$ cat src/rtl/acc_sequencer.sv
// ACC/BAK owner: sequences one saturating ALU op at a time,
// with operands from an immediate or a handshaked port.
module acc_sequencer #(
  parameter int WIDTH   = 11,
  parameter int SAT_MAX = 999
) (
  input  logic                    clk,
  input  logic                    rst_n,
  input  logic                    op_valid,
  output logic                    op_ready,
  input  logic [2:0]              op_code,
  input  logic                    src_sel,
  input  logic signed [WIDTH-1:0] imm,
  input  logic                    port_valid,
  input  logic signed [WIDTH-1:0] port_data,
  output logic                    port_ready,
  output logic signed [WIDTH-1:0] acc,
  output logic signed [WIDTH-1:0] bak,
  output logic                    done,
  output logic                    sat
);

  typedef enum logic [1:0] {
    S_IDLE,
    S_WAIT,
    S_EXEC
  } state_t;

  localparam logic [2:0] OP_MOV = 3'd1;
  localparam logic [2:0] OP_ADD = 3'd2;
  localparam logic [2:0] OP_SUB = 3'd3;
  localparam logic [2:0] OP_NEG = 3'd4;
  localparam logic [2:0] OP_SWP = 3'd5;
  localparam logic [2:0] OP_SAV = 3'd6;

  localparam logic signed [WIDTH:0] MAXV = (WIDTH+1)'(SAT_MAX);
  localparam logic signed [WIDTH:0] MINV = -MAXV;

  function automatic logic signed [WIDTH:0] clamp(
    input logic signed [WIDTH:0] v
  );
    if (v > MAXV) return MAXV;
    if (v < MINV) return MINV;
    return v;
  endfunction

  state_t                  state_q, state_d;
  logic [2:0]              op_q, op_d;
  logic signed [WIDTH-1:0] opnd_q, opnd_d;
  logic signed [WIDTH-1:0] acc_q, acc_d;
  logic signed [WIDTH-1:0] bak_q, bak_d;
  logic                    done_q, done_d;
  logic                    sat_q, sat_d;

  logic                    needs_port;
  logic                    is_mov, is_add, is_sub;
  logic                    is_neg, is_swp, is_sav;
  logic                    arith, use_x, x_clip;
  logic signed [WIDTH:0]   x_ext, x_c, a_ext, r, r_c;
  logic signed [WIDTH-1:0] res_acc, res_bak;
  logic                    res_sat;

  assign op_ready   = rst_n && (state_q == S_IDLE) && !done_q;
  assign port_ready = rst_n && (state_q == S_WAIT);
  assign acc        = acc_q;
  assign bak        = bak_q;
  assign done       = done_q;
  assign sat        = sat_q;

  assign needs_port = src_sel &&
    (op_code == OP_MOV || op_code == OP_ADD ||
     op_code == OP_SUB);

  assign is_mov = (op_q == OP_MOV);
  assign is_add = (op_q == OP_ADD);
  assign is_sub = (op_q == OP_SUB);
  assign is_neg = (op_q == OP_NEG);
  assign is_swp = (op_q == OP_SWP);
  assign is_sav = (op_q == OP_SAV);
  assign arith  = is_mov | is_add | is_sub | is_neg;

  // one extra bit holds any sum of two clamped values
  assign x_ext  = {opnd_q[WIDTH-1], opnd_q};
  assign a_ext  = {acc_q[WIDTH-1], acc_q};
  assign x_c    = clamp(x_ext);
  assign x_clip = (x_c != x_ext);

  always_comb begin
    r       = a_ext;
    use_x   = 1'b0;
    res_acc = acc_q;
    res_bak = bak_q;
    res_sat = 1'b0;
    unique case (1'b1)
      is_mov: begin
        r     = x_c;
        use_x = 1'b1;
      end
      is_add: begin
        r     = a_ext + x_c;
        use_x = 1'b1;
      end
      is_sub: begin
        r     = a_ext - x_c;
        use_x = 1'b1;
      end
      is_neg:  r = -a_ext;
      default: r = a_ext;
    endcase
    r_c = clamp(r);
    if (arith) begin
      res_acc = r_c[WIDTH-1:0];
      res_sat = (r_c != r) | (use_x & x_clip);
    end
    if (is_swp) begin
      res_acc = bak_q;
      res_bak = acc_q;
    end
    if (is_sav) res_bak = acc_q;
  end

  always_comb begin
    state_d = state_q;
    op_d    = op_q;
    opnd_d  = opnd_q;
    acc_d   = acc_q;
    bak_d   = bak_q;
    done_d  = 1'b0;
    sat_d   = sat_q;
    unique case (state_q)
      S_IDLE: begin
        if (op_valid && op_ready) begin
          op_d    = op_code;
          opnd_d  = imm;
          state_d = needs_port ? S_WAIT : S_EXEC;
        end
      end
      S_WAIT: begin
        if (port_valid) begin
          opnd_d  = port_data;
          state_d = S_EXEC;
        end
      end
      S_EXEC: begin
        acc_d   = res_acc;
        bak_d   = res_bak;
        done_d  = 1'b1;
        sat_d   = res_sat;
        state_d = S_IDLE;
      end
      default: state_d = S_IDLE;
    endcase
  end

  always_ff @(posedge clk) begin
    if (!rst_n) begin
      state_q <= S_IDLE;
      op_q    <= '0;
      opnd_q  <= '0;
      acc_q   <= '0;
      bak_q   <= '0;
      done_q  <= 1'b0;
      sat_q   <= 1'b0;
    end else begin
      state_q <= state_d;
      op_q    <= op_d;
      opnd_q  <= opnd_d;
      acc_q   <= acc_d;
      bak_q   <= bak_d;
      done_q  <= done_d;
      sat_q   <= sat_d;
    end
  end

endmodule

$ cat config.mk
export PLATFORM = sky130hd
export DESIGN_NAME = acc_sequencer
export DESIGN_NICKNAME = d
export VERILOG_FILES = /design/src/rtl/acc_sequencer.sv
export SDC_FILE = /design/constraint.sdc
export NUM_CORES = 1
export LEC_CHECK = 0
export BUFFER_PORTS_ARGS = -buffer_cell sky130_fd_sc_hd__buf_2
export CAP_MARGIN = 20
export CORE_MARGIN = 5
export CORE_UTILIZATION = 62
export CTS_CLUSTER_DIAMETER = 150
export DETAILED_ROUTE_END_ITERATION = 12
export GPL_TIMING_DRIVEN = 0
export PLACE_DENSITY = 0.87
export SYNTH_ARGS = -nofsm -noshare
export SYNTH_HDL_FRONTEND = slang
export SYNTH_SLANG_ARGS = --single-unit
export TNS_END_PERCENT = 50
$ cat constraint.sdc
create_clock -name clk -period 12.4 [get_ports clk]
set_clock_uncertainty 0.1 [all_clocks]
set_input_delay 0.62 -clock clk [delete_from_list [all_inputs] [get_ports clk]]
set_output_delay 0.62 -clock clk [all_outputs]
set_load 0.01 [all_outputs]
==> impl_metrics.toml <==
[status]
status = "completed"

[sta]
slew_viol_final = 0
rsz0062_at_grt = "no"
tightest_slew_ns = 0.810
setup_viol = 0
timing.hold.ws_ns = 0.447
tns_ns = 0
min_period_ns = 6.92
fin_crit_sh_pct = 55.8
slew_headroom_pct = 45.9
hold_violations = 0
max_freq_mhz = 144

[placed_design]
dpl.hpwl_um = 9170
io_buffers = 54
gp_congestion = 0.975

[grt]
antenna_found_initial = 0
grt_overflow_total = 0
track_usage_pct = 31.5
grt_pass1_vias = 3998
grt_max_degree = 13
grt_pass1_wl_um = 19400

[synth]
yosysWarningCount = 0
synth-async-reset-ratio_pct = 0
syn_nets = 560
ys_seq_area_share_pct = 21.0
ys_seq_elements = 40
yosysUniqueCellTypes = 71
synth_edf_count = 0
syn_avg_cell_area_um2 = 7.43
netlist_area_um2 = 3820
synth_ff_type = "dfxtp_1"
syn_inst = 514

[clock_network]
cts-buffers-inserted = 5
clk_latency_ns = 0.30
ctsResizeCount = 0
path_clk_slew_ns = 0.08
clockRootBuffer = "clkbuf_8"
htreeDepth = 2
cts_tree = "done"
cts-hold-fix-buffers = 0
clock_sinks = 40
clk_path_buf_depth = 2
cts_setup_buffers = 0

[floorplanning]
start_util_pct = 64.1
die_h_um = 88.5
core_region_area_um2 = 5960
num_rows = 28
die_w_um = 88.5
pin_count = 56
dieArea_um2 = 7830

[final_layout]
drive_gt1_share_pct = 13.6
antenna_cells = 0
area_delta_synth_final_pct = 11.7
nets = 621

[pwr]
switching_share_pct = 40.7
power_density_nw_per_um2 = 95.1
p_seq_share_pct = 34.4
p_sw_mw = 0.165
p_clk_share_pct = 21.5
irDropWorstVdd_v = 0.0000738
power_frac_comb_pct = 44.1
p_int_mw = 0.241
p_leak_nw = 1.84

[drt]
drt_wl_total_um = 11800
wire_per_inst_um = 18.2
firstDrtPassIters = 5
via_per_inst = 6.69
drtIter0Drc = 551
antenna_left = 0
vias = 4347
drcViolationCount = 0

[worst_setup_path]
criticalPathCategory = "reg2reg"
endpoint_kind = "flip-flop"
reg2regPathDepth = 26
startpoint_type = "flip-flop"
crit_fanout = 10
arrival_ns = 7.00
crit_required_ns = 12.48

[hold_path]
hp-class = "reg2reg"
holdPathStages = 2

[run]
drv_cap = 0
-- through the flow --
stage	cell area [um2]	cells	setup slack, ns	total power, mW	utilization, %
floorplan	3820	514	6.82	0.272	-
global placement	4180	643	5.78	0.310	70.2
detailed placement	4180	643	5.67	0.314	70.2
CTS	4260	650	5.65	0.400	71.6
global route	4260	650	4.96	0.430	71.6
finish	4260	650	5.48	0.406	71.6
-- metal layers --
metal / vias up / GRT usage, % / part of all wire (%)
li1: 2031 / - / -
met1: 2010 / 44.3 / 43
met2: 266 / 49.2 / 44
met3: 40 / 4.75 / 9.8
met4: 0 / 10.7 / 3.1
met5: - / 0 / 0
-- synthesized netlist by cell type (5+ instances only) --
| cell type | n | area [um2] |
|---|---|---|
| nor2_1 | 46 | 173 |
| nand2_1 | 45 | 169 |
| dfxtp_1 | 40 | 801 |
| a21oi_1 | 29 | 145 |
| o21ai_0 | 27 | 135 |
| clkbuf_1 | 26 | 97.6 |
| mux2i_1 | 26 | 260 |
| nor2b_1 | 25 | 156 |
| ha_1 | 15 | 188 |
| inv_1 | 15 | 56.3 |
| nand3_1 | 14 | 70.1 |
| o211a_1 | 13 | 130 |
| nor3_1 | 12 | 60.1 |
| a21o_1 | 9 | 67.6 |
| and2_1 | 9 | 56.3 |
| o211ai_1 | 9 | 67.6 |
| o21ai_1 | 9 | 45.0 |
| a31oi_1 | 8 | 50.1 |
| or3_1 | 8 | 50.1 |
| xnor2_1 | 8 | 70.1 |
| nand2b_1 | 7 | 43.8 |
| o21a_1 | 7 | 52.6 |
| a211oi_1 | 6 | 45.0 |
| and3_1 | 6 | 37.5 |
| buf_2 | 6 | 30.0 |
| xor2_1 | 5 | 43.8 |
-- layout make-up --
cell class | count | area (um2)
Clock inverter | 2 | 12.5
Clock buffer | 5 | 68.8
Tap cell | 75 | 93.8
Inverter | 16 | 60.1
Fill cell | 518 | 1690
Sequential cell | 40 | 801
Multi-Input combinational cell | 421 | 2800
Buffer | 37 | 155
Timing Repair Buffer | 54 | 270
-- power by group through the flow --
stage | registers [mW] | logic [mW] | clock network (mW)
2_1_floorplan | 0.141 | 0.131 | 0
3_3_place_gp | 0.142 | 0.168 | 0
3_5_place_dp | 0.142 | 0.172 | 0
4_1_cts | 0.139 | 0.174 | 0.0868
5_1_grt | 0.140 | 0.197 | 0.0931
6_report | 0.140 | 0.179 | 0.0872
-- final timing paths --
kind,startpoint,endpoint,slack (ns)
max reg2reg,opnd_q[0],acc[10],5.48
min reg2reg,bak[4],bak[4],0.45
max,opnd_q[0],acc[10],5.48
min,bak[4],bak[4],0.45
-- placed cells by master, fill, tap and decap left out, drive strengths merged, types with 12 or more instances in the layout --
cell type,count
buf,64
nor2,46
nand2,45
dfxtp,40
o21ai,36
clkbuf,32
a21oi,30
mux2i,26
nor2b,25
inv,16
ha,15
nand3,14
o211a,13
nor3,12
-- flip-flops by register name, summed over array words and instances (netlist names) --
register	flops
state_q	2
bak	11
done	1
sat	1
op_q	3
opnd_q	11
acc	11
-- worst max-delay path, stage by stage (launching register included) --
cell and delay (ns):
dfxtp_1 0.34, or3_1 0.43, and3_1 0.20, o41ai_1 0.25
ha_1 0.32, clkbuf_1 0.38, inv_1 0.16, a21oi_1 0.28
ha_1 0.24, nand3_1 0.13, nor2_1 0.11, o21ai_0 0.07
nand3_1 0.09, o221ai_1 0.14, ha_1 0.30, clkbuf_1 0.33
o21a_1 0.19, o21ai_0 0.07, a221o_1 0.31, nor4b_1 0.62
o21bai_1 0.24, nand4_1 0.20, o211ai_1 0.24, ha_1 0.29
clkbuf_1 0.25, o311ai_0 0.43, a21oi_1 0.08
-- cell families after synthesis --
family                   Yosys count  share of synthesized area [%]
flip-flops                        40                           21.0
adder cells (fa/ha/maj)           16                           5.44
AND/OR/NAND/NOR                  200                           27.1
XOR/XNOR                          13                           2.98
multiplexers                      26                           6.82
buffers and inverters             53                           5.64
AO/OA/AOI/OAI                    166                           31.0
No activity file was read; power rests on OpenSTA's default activity.
